===== config.mk =====
export PLATFORM = sky130hd
export DESIGN_NAME = hpm_overflow_ctrl
export DESIGN_NICKNAME = d
export VERILOG_FILES = /design/src/rtl/hpm_overflow_ctrl.sv
export SDC_FILE = /design/constraint.sdc
export NUM_CORES = 1
export LEC_CHECK = 0
export ABC_AREA = 0
export CAP_MARGIN = 15
export CORE_ASPECT_RATIO = 1.5
export CORE_UTILIZATION = 26
export DETAILED_ROUTE_END_ITERATION = 6
export GPL_TIMING_DRIVEN = 0
export PLACE_DENSITY = 0.92
export SYNTH_ARGS = -nofsm -noshare
export SYNTH_HDL_FRONTEND = slang
export SYNTH_SLANG_ARGS = --single-unit
export TNS_END_PERCENT = 100

===== constraint.sdc =====
create_clock -name clk_i -period 6.6 [get_ports clk_i]
set_input_delay 1.98 -clock clk_i [delete_from_list [all_inputs] [get_ports clk_i]]
set_output_delay 1.98 -clock clk_i [all_outputs]
set_load 0.02 [all_outputs]

===== src/rtl/hpm_overflow_ctrl.sv =====
// ---------------------------------------------------------------------------
// hpm_overflow_ctrl
//   Sticky per-counter overflow (OF) tracking for mhpmcounter3..(3+NumCnt-1),
//   local counter-overflow interrupt (LCOFI) generation, OF views through
//   mhpmevent (XLEN=64) / mhpmeventh (XLEN=32) and scountovf, and optional
//   freezing of overflowed counters.
//
// Ports
//   clk_i        clock
//   rst_i        synchronous active-high reset
//   wrap_i       per-counter wrap pulse from the counter block
//   addr_i       CSR address (read and write)
//   we_i         CSR write enable
//   data_i       CSR write data
//   lcofi_clr_i  software clear of the pending LCOFI
//   data_o       CSR read data for addr_i (combinational)
//   hit_o        addr_i decodes to an OF location or scountovf (combinational)
//   irq_o        LCOFI pending (registered)
//   freeze_o     per-counter count inhibit (combinational from OF state)
// ---------------------------------------------------------------------------
module hpm_overflow_ctrl #(
    parameter int unsigned NumCnt     = 6,
    parameter int unsigned XLEN       = 64,
    parameter bit          FreezeOnOf = 1'b1
) (
    input  logic              clk_i,
    input  logic              rst_i,
    input  logic [NumCnt-1:0] wrap_i,
    input  logic [11:0]       addr_i,
    input  logic              we_i,
    input  logic [XLEN-1:0]   data_i,
    input  logic              lcofi_clr_i,
    output logic [XLEN-1:0]   data_o,
    output logic              hit_o,
    output logic              irq_o,
    output logic [NumCnt-1:0] freeze_o
);

    // OF lives in the top bit of mhpmevent (RV64) or mhpmeventh (RV32)
    localparam logic [11:0] OfBase        = (XLEN == 64) ? 12'h323 : 12'h723;
    localparam logic [11:0] ScountovfAddr = 12'hDA0;

    typedef enum logic {
        IDLE = 1'b0,
        PEND = 1'b1
    } state_e;

    state_e            state_q, state_d;
    logic [NumCnt-1:0] of_q, of_d;
    logic [NumCnt-1:0] of_sel;
    logic [NumCnt-1:0] hw_event;
    logic              any_hw_event;
    logic              sc_hit;
    logic              of_wbit;

    // Only the OF bit of the write data is meaningful here
    logic unused_data;
    assign unused_data = ^data_i[XLEN-2:0];
    assign of_wbit     = data_i[XLEN-1];

    // One-hot decode of the per-counter OF location
    always_comb begin
        of_sel = '0;
        for (int unsigned k = 0; k < NumCnt; k++) begin
            if (addr_i == OfBase + 12'(k)) begin
                of_sel[k] = 1'b1;
            end
        end
    end

    assign sc_hit = (addr_i == ScountovfAddr);

    // Only a hardware 0->1 transition counts as an overflow event
    assign hw_event     = wrap_i & ~of_q;
    assign any_hw_event = |hw_event;

    // OF update: wrap beats software write beats hold
    always_comb begin
        of_d = of_q;
        for (int unsigned k = 0; k < NumCnt; k++) begin
            if (wrap_i[k]) begin
                of_d[k] = 1'b1;
            end else if (we_i && of_sel[k]) begin
                of_d[k] = of_wbit;
            end
        end
    end

    // Interrupt FSM next state; a new event wins over a concurrent clear
    always_comb begin
        state_d = state_q;
        case (state_q)
            IDLE: begin
                if (any_hw_event) begin
                    state_d = PEND;
                end
            end
            PEND: begin
                if (lcofi_clr_i && !any_hw_event) begin
                    state_d = IDLE;
                end
            end
            default: state_d = IDLE;
        endcase
    end

    always_ff @(posedge clk_i) begin
        if (rst_i) begin
            state_q <= IDLE;
            of_q    <= '0;
        end else begin
            state_q <= state_d;
            of_q    <= of_d;
        end
    end

    assign irq_o    = (state_q == PEND);
    assign freeze_o = FreezeOnOf ? of_q : '0;

    // CSR read mux; non-OF fields always read as zero
    always_comb begin
        data_o = '0;
        if (sc_hit) begin
            data_o = XLEN'({of_q, 3'b000});
        end else if (|of_sel) begin
            data_o[XLEN-1] = |(of_sel & of_q);
        end
    end

    assign hit_o = sc_hit | (|of_sel);

endmodule


==> results.sh <==
export IMPL_hp_class="register to register"
export IMPL_maxCapViolations=0
export IMPL_hp_start="freeze_o[2]$_SDFFE_PP0P_"
export IMPL_grt_antenna_before_repair=0
export IMPL_p_leak_nw=0.889
export IMPL_grt_use_total=0.143
export IMPL_synth_avg_cell_area_um2=8.36
export IMPL_drive_above_1_share=0.322
export IMPL_post_cts_setup_buffer_count=0
export IMPL_p_switching_mw=0.0767
export IMPL_hold_depth=3
export IMPL_area_growth_pct=61.4
export IMPL_yosysWarningCount=0
export IMPL_fp_dieArea_um2=4480
export IMPL_crit_chain="clkdlybuf4s50_1 > and4bb_2 > clkbuf_1 > nand2_1 > o32ai_2 > clkdlybuf4s50_1"
export IMPL_holdPathEnd="freeze_o[2]$_SDFFE_PP0P_"
export IMPL_placement_rows=28
export IMPL_fin_ws_ps=561
export IMPL_fill_cells=406
export IMPL_powerDensity_nw_per_um2=121
export IMPL_seq_power_share=0.225
export IMPL_antenna_left=0
export IMPL_rr_worst_depth=3
export IMPL_ctsHoldBuffers=0
export IMPL_min_period_over_period=0.915
export IMPL_synth_flop_cell="dfxtp_1"
export IMPL_rsz0062_at_grt="no"
export IMPL_coreArea_um2=3990
export IMPL_final_cell_mix="buf_4, conb_1, clkdlybuf4s50_1, a21oi_1"
export IMPL_ir_drop_uv=122
export IMPL_drc=0
export IMPL_post_drt_wl_per_cell_um=11.1
export IMPL_io_pins=158
export IMPL_finClkSkew_ps=6.41
export IMPL_overflow=0
export IMPL_crit_arrival_ps=4060
export IMPL_synth_async_sr_flop_share=0
export IMPL_tns_ps=0
export IMPL_routed_wl_mm=3.03
export IMPL_ys_seq_elements=7
export IMPL_r2r_end="irq_o$_SDFF_PP0_"
export IMPL_setup_viol=0
export IMPL_outcome="finished, final reports clean"
export IMPL_cp_slowest_cell="clkdlybuf4s50_1"
export IMPL_yosysUniqueCellTypes=30
export IMPL_final_nets=314
export IMPL_seq_area_um2=140
export IMPL_cp_common_cell="clkdlybuf4s50_1"
export IMPL_required_ps=4620
export IMPL_cts_made_buffers=3
export IMPL_numPortBuffers=36
export IMPL_initial_core_util=0.274
export IMPL_clkLatencyLatePin_ps=230
export IMPL_crit_path_max_fanout=10
export IMPL_utilization=0.442
export IMPL_dr_pass1_iters=4
export IMPL_clk_pin_slew_ps=40
export IMPL_drt_iter0_drc=34
export IMPL_power_internal_mw=0.137
export IMPL_dp_slack_ps=551
export IMPL_dieWidth_um=55.0
export IMPL_slew_violations=0
export IMPL_syn_area_um2=1090
export IMPL_synth_cells=131
export IMPL_multi_input_area_um2=654
export IMPL_hold_viol_final=0
export IMPL_criticalPathCategory="input pin to primary output"
export IMPL_p_sw_frac=0.358
export IMPL_postCtsResizedCells=0
export IMPL_finalCriticalPeriod_ps=6040
export IMPL_r2r_start="freeze_o[3]$_SDFFE_PP0P_"
export IMPL_dp_hpwl_mm=2.48
export IMPL_via_count=1140
export IMPL_root_buffer="clkbuf_8"
export IMPL_critPathCaptureType="primary output"
export IMPL_r2r_slack_ps=5580
export IMPL_max_freq_mhz=166
export IMPL_yosysSeqAreaShare=0.128
export IMPL_startpoint_type="input pin"
export IMPL_layout_commonest_cell="buf_4"
export IMPL_chipHeight_um=81.5
export IMPL_place_congestion=0.866
export IMPL_cts_path_max_buffers=2
export IMPL_grt_pass1_wl_mm=4.75
export IMPL_grt_max_degree=11
export IMPL_cts_htree_levels=1
export IMPL_via_per_inst=4.19
export IMPL_insertedDiodeCount=0
export IMPL_grt_pass1_vias=1073
export IMPL_p_clk_frac=0.283
export IMPL_cts_tree="built"
export IMPL_p_comb_frac=0.492
export IMPL_synth_edf_count=0
export IMPL_slowest_delay_ps=650
export IMPL_cts_num_sinks=7
## per-stage QoR
stage          cell area (um2)  instances  power (mW)  hold WS [ps]
6_report                  1770        272       0.214           633
5_1_grt                   1770        272       0.226           663
4_1_cts                   1770        272       0.212           621
3_5_place_dp              1720        268       0.152           605
3_3_place_gp              1720        268       0.150           584
2_1_floorplan             1310        187       0.126           646
## cell families (layout without fill, tap and decap cells)
logic type	after synthesis	count (layout)	synth area share
simple gates	22	22	0.183
mux	1	1	0.0206
buf+inv	73	113	0.466
compound gates	27	27	0.199
other cells	1	57	0.00343
flops	7	7	0.128
## flip-flops by register name, indices dropped and copies added (netlist names)
name and cells:
freeze_o 6, irq_o 1
## metal layers
layer	part of all wire	track usage	vias to the layer above	wire length, um
li1	-	-	557	-
met4	0.016	0.0575	0	49
met1	0.33	0.135	482	1000
met2	0.51	0.281	97	1530
met5	0	0	-	0
met3	0.15	0.0296	4	446
## power groups by stage
| stage | clock network [mW] | registers [mW] | logic (mW) |
|---|---|---|---|
| 4_1_cts | 0.0604 | 0.0482 | 0.104 |
| 3_5_place_dp | 0 | 0.0488 | 0.103 |
| 5_1_grt | 0.0628 | 0.0486 | 0.114 |
| 2_1_floorplan | 0 | 0.0519 | 0.0741 |
| 6_report | 0.0605 | 0.0483 | 0.105 |
| 3_3_place_gp | 0 | 0.0485 | 0.102 |
## cells in the mapped netlist, drive strengths merged, types with 2 or more instances
master	count	area (um2)
buf	63	473
a21oi	8	40.0
dfxtp	7	140
inv	7	26.3
a41o	6	60.1
a41oi	6	52.6
nor4	6	37.5
clkbuf	3	11.3
nor4b	3	38.8
a22oi	2	15.0
and4bb	2	25.0
nand4b	2	17.5
nand4bb	2	22.5
nor4bb	2	20.0
## critical path, delay by kind of cell
kind / cells / cell delay, ps
compound gates: 1 / 140
buf+inv: 3 / 1420
simple gates: 2 / 510
## worst max path at each step
stage                     slack, ps  cells past startpoint      start         end
after CTS                       530                      5  addr_i[1]   data_o[8]
after global routing            410                      6  addr_i[6]  data_o[63]
after detailed placement        550                      6  addr_i[7]       hit_o
after floorplan                1290                      4  addr_i[2]   data_o[3]
final                           560                      6  addr_i[6]       hit_o
after global placement          560                      6  addr_i[7]  data_o[63]
## layout make-up
| type | count | area share |
|---|---|---|
| multi-input cells | 107 | 0.370 |
| plain buffers | 66 | 0.274 |
| well taps | 45 | 0.0319 |
| clock buffers | 4 | 0.0255 |
| flip-flops and latches | 7 | 0.0793 |
| inverters | 7 | 0.0149 |
| repair buffers | 36 | 0.204 |
Power figures use the tool's default switching activity.
